File: src/rtl/cfg_loader.sv
// cfg_loader: serializes configuration words MSB-first onto the CLB scan chain,
//   counting exactly CHAIN_LEN shift cycles, then holds in DONE until the next start.
// Latency: start -> FETCH next cycle; handshake -> first bit on scan_out next cycle;
//   full load = CHAIN_LEN + ceil(CHAIN_LEN/WORD_WIDTH) cycles from the first FETCH.
// Backpressure: cfg_ready is high only in FETCH; a stall parks in FETCH with scan_en low.
//
// Ports: clk/reset (async active-high); start; cfg_data/cfg_valid/cfg_ready word input;
//   scan_en/scan_out to the chain head; scan_in from the chain tail (readback only);
//   busy/done/error status.
// Optional feature: define CFG_LOADER_READBACK_EN to recirculate the chain once after the
//   load and compare its parity with the parity of the bits shifted in.
module cfg_loader #(
    parameter int WORD_WIDTH = 8,
    parameter int CHAIN_LEN  = 29,
    parameter int CNT_WIDTH  = 16
) (
    input  logic                  clk,
    input  logic                  reset,
    input  logic                  start,
    input  logic [WORD_WIDTH-1:0] cfg_data,
    input  logic                  cfg_valid,
    output logic                  cfg_ready,
    output logic                  scan_en,
    output logic                  scan_out,
    input  logic                  scan_in,
    output logic                  busy,
    output logic                  done,
    output logic                  error
);

    localparam int WB_W = $clog2(WORD_WIDTH) + 1;

`ifdef CFG_LOADER_READBACK_EN
    typedef enum logic [2:0] {S_IDLE, S_FETCH, S_SHIFT, S_VERIFY, S_DONE} state_t;
`else
    typedef enum logic [2:0] {S_IDLE, S_FETCH, S_SHIFT, S_DONE} state_t;
`endif

    state_t                state_q, state_d;
    logic [WORD_WIDTH-1:0] word_q, word_d;
    logic [CNT_WIDTH-1:0]  bit_cnt_q, bit_cnt_d;
    logic [WB_W-1:0]       wbit_q, wbit_d;
    logic                  par_q, par_d;
    logic                  last_bit;
    logic                  word_end;
    logic                  restart;

    // bit_cnt counts the current phase (load, then verify); it is zeroed on the
    // final load bit so the verify pass reuses it.
    assign last_bit = (bit_cnt_q == CNT_WIDTH'(CHAIN_LEN - 1));
    assign word_end = (wbit_q == WB_W'(WORD_WIDTH - 1));
    assign restart  = start && (state_q == S_IDLE || state_q == S_DONE);

    // State register
    always_ff @(posedge clk or posedge reset) begin
        if (reset) state_q <= S_IDLE;
        else       state_q <= state_d;
    end

    // Next-state logic; the chain-length check wins over the word boundary so a
    // partial final word is cut short.
    always_comb begin
        state_d = state_q;
        case (state_q)
            S_IDLE, S_DONE: if (start)     state_d = S_FETCH;
            S_FETCH:        if (cfg_valid) state_d = S_SHIFT;
            S_SHIFT: begin
                if (last_bit) begin
`ifdef CFG_LOADER_READBACK_EN
                    state_d = S_VERIFY;
`else
                    state_d = S_DONE;
`endif
                end else if (word_end) begin
                    state_d = S_FETCH;
                end
            end
`ifdef CFG_LOADER_READBACK_EN
            S_VERIFY:       if (last_bit)  state_d = S_DONE;
`endif
            default:        state_d = S_IDLE;
        endcase
    end

    // Datapath
    always_comb begin
        word_d    = word_q;
        bit_cnt_d = bit_cnt_q;
        wbit_d    = wbit_q;
        par_d     = par_q;
        if (restart) begin
            bit_cnt_d = '0;
            wbit_d    = '0;
            par_d     = 1'b0;
        end else if (state_q == S_FETCH && cfg_valid) begin
            word_d = cfg_data;
            wbit_d = '0;
        end else if (state_q == S_SHIFT) begin
            word_d    = word_q << 1;
            wbit_d    = wbit_q + WB_W'(1);
            par_d     = par_q ^ word_q[WORD_WIDTH-1];
            bit_cnt_d = last_bit ? '0 : bit_cnt_q + CNT_WIDTH'(1);
        end
`ifdef CFG_LOADER_READBACK_EN
        else if (state_q == S_VERIFY) begin
            bit_cnt_d = last_bit ? '0 : bit_cnt_q + CNT_WIDTH'(1);
        end
`endif
    end

    always_ff @(posedge clk or posedge reset) begin
        if (reset) begin
            word_q    <= '0;
            bit_cnt_q <= '0;
            wbit_q    <= '0;
            par_q     <= 1'b0;
        end else begin
            word_q    <= word_d;
            bit_cnt_q <= bit_cnt_d;
            wbit_q    <= wbit_d;
            par_q     <= par_d;
        end
    end

`ifdef CFG_LOADER_READBACK_EN
    logic chk_par_q, chk_par_d;
    logic error_q, error_d;

    always_comb begin
        chk_par_d = chk_par_q;
        error_d   = error_q;
        if (restart) begin
            chk_par_d = 1'b0;
            error_d   = 1'b0;
        end else if (state_q == S_VERIFY) begin
            chk_par_d = chk_par_q ^ scan_in;
            if (last_bit && ((chk_par_q ^ scan_in) != par_q)) error_d = 1'b1;
        end
    end

    always_ff @(posedge clk or posedge reset) begin
        if (reset) begin
            chk_par_q <= 1'b0;
            error_q   <= 1'b0;
        end else begin
            chk_par_q <= chk_par_d;
            error_q   <= error_d;
        end
    end

    assign error = error_q;
`else
    logic unused_scan_in;
    assign unused_scan_in = scan_in;
    assign error          = 1'b0;
`endif

    // Outputs decode flopped state/word only, so the chain sees stable values and
    // an async reset drops scan_en at once. In verify the chain tail feeds its head
    // directly; the tail is a flop so there is no combinational loop.
    always_comb begin
        cfg_ready = (state_q == S_FETCH);
        busy      = (state_q == S_FETCH) || (state_q == S_SHIFT);
        done      = (state_q == S_DONE);
        scan_en   = (state_q == S_SHIFT);
        scan_out  = (state_q == S_SHIFT) ? word_q[WORD_WIDTH-1] : 1'b0;
`ifdef CFG_LOADER_READBACK_EN
        if (state_q == S_VERIFY) begin
            busy     = 1'b1;
            scan_en  = 1'b1;
            scan_out = scan_in;
        end
`endif
    end

endmodule

File: config.mk
export PLATFORM = sky130hd
export DESIGN_NAME = cfg_loader
export DESIGN_NICKNAME = d
export VERILOG_FILES = /design/src/rtl/cfg_loader.sv
export SDC_FILE = /design/constraint.sdc
export NUM_CORES = 1
export LEC_CHECK = 0
export ABC_AREA = 1
export CORE_MARGIN = 2
export CORE_UTILIZATION = 38
export CTS_CLUSTER_SIZE = 14
export DETAILED_ROUTE_END_ITERATION = 16
export PLACE_DENSITY_LB_ADDON = 0.12
export SYNTH_ARGS = -nofsm -noshare
export SYNTH_HDL_FRONTEND = slang
export SYNTH_SLANG_ARGS = --single-unit
File: constraint.sdc
create_clock -name clk -period 2 [get_ports clk]
set_input_delay 0.6 -clock clk [delete_from_list [all_inputs] [get_ports clk]]
set_output_delay 0.6 -clock clk [all_outputs]
set_load 0.02 [all_outputs]
==> reports/qor.yml, run 1 <==
worst_hold_path:
  min_path_type: "register to register"
clocking:
  clk_root_buffer_cell: "clkbuf_8"
  clk_path_buf_depth: 2
  clock_sinks: 30
  cts_max_level: 2
  insertion_delay_ps: 280
  tritoncts: "built"
  clk_pin_slew_ps: 60
  numCtsBuffers: 5
setup_path:
  cp-start-kind: "register"
  critPathSlowestCell: "dfrtp_1"
  path_max_fanout: 3
  path_cells: "buf_4, ha_1, clkdlybuf4s15_1"
  worstPathArrival_ps: 1320
  cpLargestDelayFamily: "buffers and inverters"
  worstSetupPathType: "register to primary output"
  required_ps: 1400
  crit_buf_inv: 2
  cp-end-kind: "primary output"
  max_stage_delay_ps: 390
cells_and_area:
  design_area_mm2: 0.00221
  seq_area_um2: 751
  areaGrowthSynthToFinish_pct: 23.0
  post_layout_nonfiller_instances: 340
  layout-drive-gt1-share: 0.122
  multiInputGateArea_um2: 892
  postLayoutCoreUtil: 0.478
  nets: 304
  nFillCells: 489
  n_antenna_cell: 0
sta:
  drv_slew: 0
  rsz0062_at_grt: "false"
  setup_ws_ps: 75.6
  fin_crit_ps: 1920
  fmax_ghz: 0.520
  setup_tns_ps: 0
  fin_crit_sh: 0.962
  setup_viol: 0
  skew_ps: 3.56
  whs_ps: 502
  final_hold_viol_count: 0
global_route:
  grt_pass1_vias: 1479
  track_usage: 0.168
  grt_max_degree: 31
  grt_pass1_wl_um: 6730
  grt_antenna_before_repair: 0
  overflow: 0
  met2_usage: 0.240
  grt-busiest-layer: "met2"
  met3_usage: 0.0456
  grtUsageMet1: 0.235
routing:
  ant_nets: 0
  routed_via_density: 4.68
  routed_wirelength_um: 3810
  vias: 1591
  drtPass1Iterations: 4
  wl_per_cell_um: 11.2
  drt_drc_violations_left: 0
  drt-initial-drc-count: 102
floorplanning:
  die-area_mm2: 0.00530
  die_width_um: 72.8
  core_area_mm2: 0.00463
  rows: 25
  start_util: 0.389
  boundaryPins: 19
  die_y_um: 72.8
power_and_ir_drop:
  power_density_mw_per_mm2: 1180
  power_mw: 2.61
  leakagePower_nw: 1.10
  ir_worst_vdd_uv: 515
place:
  place_ws_ps: -38.4
  gpl.final_weighted_congestion: 0.776
  port_buffers: 16
  placed_area_mm2: 0.00214
  place_hpwl_um: 2840
  numPlacedInstances: 332
synth:
  synth_cells: 250
  synth.cell_area_mm2: 0.00180
  ys_seq_elements: 30
  synth_top_area_share: 0.417
  synthTopCellsByArea: "dfrtp_1 (42%), nand2_1 (16%), nor2_1 (9.0%)"
  synth_area_leader_cell: "dfrtp_1"
  yosysWarningCount: 0
  seq_area_frac_synth: 0.417
  synth.net_count: 269
  avgSynthCellArea_um2: 7.20
  synth_cell_types: 24
run_status:
  status: "finished, final reports clean"
flow_run:
  cap_viol_max_count: 0
==> timing repair <==
item / 4_1_cts / 5_1_grt
hold buffers: 0 / 0
setup endpoints to repair: 5 / 3
gates cloned: 0 / 0
setup buffers: 0 / 0
resized for setup: 7 / 3
==> cell usage after synthesis <==
master,n
o22ai_1,2
o21bai_1,3
inv_1,31
inv_2,3
xnor2_1,2
a21oi_4,2
ha_1,6
mux2i_1,1
o21ai_4,1
a31oi_1,8
a21oi_1,3
dfrtp_1,30
nor2_1,43
buf_4,1
xor2_1,1
conb_1,1
nand3_1,19
nor2_2,3
nand2_1,75
nand4_1,3
nand2_2,2
o21ai_0,6
nor3_1,2
buf_6,2
==> registers in the layout (all words and copies together) (netlist names) <==
register / cells
bit_cnt_q: 16
state_q: 2
wbit_q: 4
word_q: 8
==> final cells by class <==
class / instances / share of cell area
clock buffer: 7 / 0.0390
clock inverter: 1 / 0.00226
inverter: 34 / 0.0576
multi-input combinational: 183 / 0.403
sequential: 30 / 0.339
tap: 54 / 0.0305
timing repair buffer: 31 / 0.129
==> per-layer routing <==
metal  share of wire  vias to the layer above  routed length [um]
met5               0                        -                   0
met3           0.039                        5                 147
li1                -                      854                   -
met4           0.021                        0                  81
met2            0.41                       22                1580
met1            0.53                      710                2010
==> where the power goes <==
part	switching, mW	leakage [nW]	internal [mW]
logic	0.701	0.659	0.556
registers	0.0960	0.391	0.747
clock network	0.233	0.0482	0.277
==> cells in the final DEF (no fill, tap or decap), types with 3 or more instances in the layout <==
master           netlist  final
nand2_1               75     75
a21oi_1                3      3
nor2_2                 3      3
clkdlybuf4s50_1        0     11
inv_1                 31     31
buf_4                  1     13
nor2_1                43     43
ha_1                   6      6
clkbuf_8               0      6
nand4_1                3      3
dfrtp_1               30     30
nand3_1               19     19
o21ai_0                6      6
a31oi_1                8      8
o21bai_1               3      3
inv_2                  3      3
==> worst register-to-register path, stage by stage (launching register included) <==
cell,delay (ps)
dfrtp_1,390
buf_4,150
ha_1,220
nand2_1,180
inv_2,80
o21ai_4,190
buf_4,180
nand4_1,80
nand2_1,70
inv_1,30
nor2_1,90
==> worst paths after layout <==
kind / cells past startpoint / endpoint / start / slack [ps]
max: 3 / cfg_ready / state_q[0] / 80
min in group asynchronous: 3 / bit_cnt_q[8] / reset / 690
min reg2reg: 1 / wbit_q[0] / wbit_q[0] / 500
max in group asynchronous: 3 / bit_cnt_q[2] / reset / 1020
max reg2reg: 10 / bit_cnt_q[13] / state_q[0] / 270
min: 1 / wbit_q[0] / wbit_q[0] / 500
==> cells by family (layout without fill, tap and decap cells) <==
| logic type | count (synthesis) | count (layout) | synth area share |
|---|---|---|---|
| simple gates | 147 | 147 | 0.332 |
| other cells | 1 | 1 | 0.00208 |
| fa+ha+maj | 6 | 6 | 0.0417 |
| compound gates | 25 | 25 | 0.0994 |
| xor+xnor | 3 | 3 | 0.0146 |
| mux | 1 | 1 | 0.00556 |
| flops | 30 | 30 | 0.417 |
| buf+inv | 37 | 73 | 0.0876 |
(Power assumes the default switching activity.)
==> inputs of run 2 (changes only) <==
CAP_MARGIN = 20   (was unset)
==> results of run 2 <==
Final layout, timing and power as in run 1 (identical DEF).
==> inputs of run 3 (changes only) <==
CORE_MARGIN = 3   (was 2)
==> reports/qor.yml, run 3 (synthesis gave the netlist of run 1 again) <==
setup_path:
  max_stage_delay_ps: 400  # about the same
  cp-end-kind: "primary output"
  r2r_start: "state_q[0]"
  r2r-end: "bit_cnt_q[13]"
  critPathLaunch: "state_q[0]"
  critPathSlowestCell: "dfrtp_1"
  cp-start-kind: "register"
  required_ps: 1400  # about the same
  path_cells: "buf_4, ha_1, clkdlybuf4s15_1"
  rr_worst_depth: 10  # unchanged
  worstSetupPathType: "register to primary output"
  reg2reg_slack_ps: 240  # -30 ps
  path_max_fanout: 3  # unchanged
  endpoint: "cfg_ready"
  worstPathArrival_ps: 1350  # +30 ps
clocking:
  hold_buffers: 0  # unchanged
  clk_pin_slew_ps: 60  # about the same
  numCtsBuffers: 5  # unchanged
  tritoncts: "built"
  clock_sinks: 30  # unchanged
  clk_path_buf_depth: 2  # unchanged
  cts_max_level: 2  # unchanged
  clk_root_buffer_cell: "clkbuf_8"
  insertion_delay_ps: 280  # about the same
run_status:
  status: "finished, final reports clean"
power_and_ir_drop:
  switching_power_mw: 1.03  # +0.21%
  p_clk_frac: 0.179  # -0.017
  p_comb_frac: 0.493  # +0.011
  power_density_mw_per_mm2: 1180  # -0.17%
  internal_power_mw: 1.54  # -2.5%
  sw_frac_of_total: 0.401  # +0.00647
  leakagePower_nw: 1.08  # -1.8%
  ir_worst_vdd_uv: 562  # +9.1%
  power.share.sequential: 0.328  # +0.005
sta:
  fmax_ghz: 0.514  # -1.1%
  skew_ps: 2.83  # -0.731 ps
  final_hold_viol_count: 0  # unchanged
  fin_crit_ps: 1950  # +22.2 ps
  fin_crit_sh: 0.973  # +0.0111
  rsz0062_at_grt: "false"
  setup_viol: 0  # unchanged
  drv_slew: 0  # unchanged
  whs_ps: 514  # +11.7 ps
cells_and_area:
  nets: 302  # -0.66%
  layout-drive-gt1-share: 0.106  # -0.0164
  largestRegisters: "bit_cnt_q x16, word_q x8, wbit_q x4"
  largest_register: "bit_cnt_q"
  final_cell_mix: "nand2_1 (75), nor2_1 (43), inv_1 (31)"
  layout_commonest_cell: "nand2_1"
  areaGrowthSynthToFinish_pct: 21.5
  largest_reg_flops: 16  # unchanged
  n_antenna_cell: 0  # unchanged
  design_area_mm2: 0.00219  # -1.2%
floorplanning:
  core_area_mm2: 0.00447  # -3.4%
  rows: 24  # -4.0%
  start_util: 0.402  # +0.0135
  boundaryPins: 19  # unchanged
  die_width_um: 74.8  # +2.7%
  die-area_mm2: 0.00560  # +5.6%
  die_y_um: 74.8  # +2.7%
routing:
  drt_drc_violations_left: 0  # unchanged
  vias: 1593  # +0.13%
  drt-initial-drc-count: 63  # -38%
  routed_wirelength_um: 3800  # -0.29%
  ant_nets: 0  # unchanged
  wl_per_cell_um: 11.4  # +1.2%
  routed_via_density: 4.76  # +1.6%
  drtPass1Iterations: 5  # +1
flow_run:
  cap_viol_max_count: 0  # unchanged
place:
  place_hpwl_um: 2820  # -0.68%
  placed_area_mm2: 0.00212  # -0.82%
  gpl.final_weighted_congestion: 0.769  # -0.91%
  port_buffers: 16  # unchanged
global_route:
  track_usage: 0.148  # -0.0204
  overflow: 0  # unchanged
  grt_antenna_before_repair: 0  # unchanged
  grt_max_degree: 31  # unchanged
  grt_pass1_wl_um: 6310  # -6.3%
  grt_pass1_vias: 1405  # -5.0%
worst_hold_path:
  min_path_type: "register to register"
==> run 3: cell count changes in the layout (fill, tap and decap cells not counted) <==
| cell | before | now |
|---|---|---|
| buf_4 | 13 | 11 |
| clkbuf_1 | 1 | 2 |
| clkbuf_2 | 2 | 1 |
| clkbuf_8 | 6 | 5 |
| clkdlybuf4s15_1 | 1 | 2 |
| clkinv_2 | 1 | 0 |
==> run 3: layout make-up <==
| class | count | area (um^2) |
|---|---|---|
| multi-input cells | 183 | 892 |
| inverters | 34 | 128 |
| flip-flops and latches | 30 | 751 |
| clock buffers | 7 | 76.3 |
| fillers | 445 | 2290 |
| repair buffers | 29 | 275 |
| well taps | 52 | 65.1 |
==> run 3: worst max-delay path, delay by kind of cell (launching register included) <==
kind                     cells  cell delay, ps
buffers and inverters        2             450
adder cells (fa/ha/maj)      1             230
flip-flops                   1             400
==> run 3: per-layer routing <==
metal,share of wire,GRT usage
met5,0,0
met4,0.014,0.0474
met3,0.039,0.0401
met2,0.43,0.218
met1,0.52,0.210
==> run 3: what timing repair did <==
action / 4_1_cts / 5_1_grt
resized for setup: 6 / 3
buffers inserted: 0 / 0
setup endpoints to repair: 5 / 3
==> run 3: power groups by stage <==
stage / logic [mW] / registers, mW / clock network (mW)
after floorplan: 0.806 / 0.833 / 0
after global placement: 1.31 / 0.851 / 0
after detailed placement: 1.32 / 0.856 / 0
after CTS: 1.29 / 0.844 / 0.472
after global routing: 1.42 / 0.864 / 0.495
final: 1.27 / 0.845 / 0.460
==> run 3: worst min-delay path by stage <==
| stage | from | end | cells after the start |
|---|---|---|---|
| finish | bit_cnt_q[15] | bit_cnt_q[15] | 2 |
| global route | wbit_q[0] | wbit_q[0] | 1 |
| CTS | bit_cnt_q[15] | bit_cnt_q[15] | 2 |
| detailed placement | bit_cnt_q[15] | bit_cnt_q[15] | 2 |
| global placement | wbit_q[0] | wbit_q[0] | 1 |
| floorplan | bit_cnt_q[15] | bit_cnt_q[15] | 2 |
==> run 3: through the flow <==
step / power, mW / std cells / setup TNS, ps / util / setup slack [ps]
4_1_cts: 2.60 / 335 / 0 / 0.489 / 0.678
5_1_grt: 2.78 / 335 / 0 / 0.489 / 12.3
2_1_floorplan: 1.64 / 250 / 0 / - / 319
3_3_place_gp: 2.16 / 328 / -252 / 0.473 / -31.5
6_report: 2.57 / 335 / 0 / 0.489 / 53.3
3_5_place_dp: 2.17 / 328 / -436 / 0.473 / -41.7
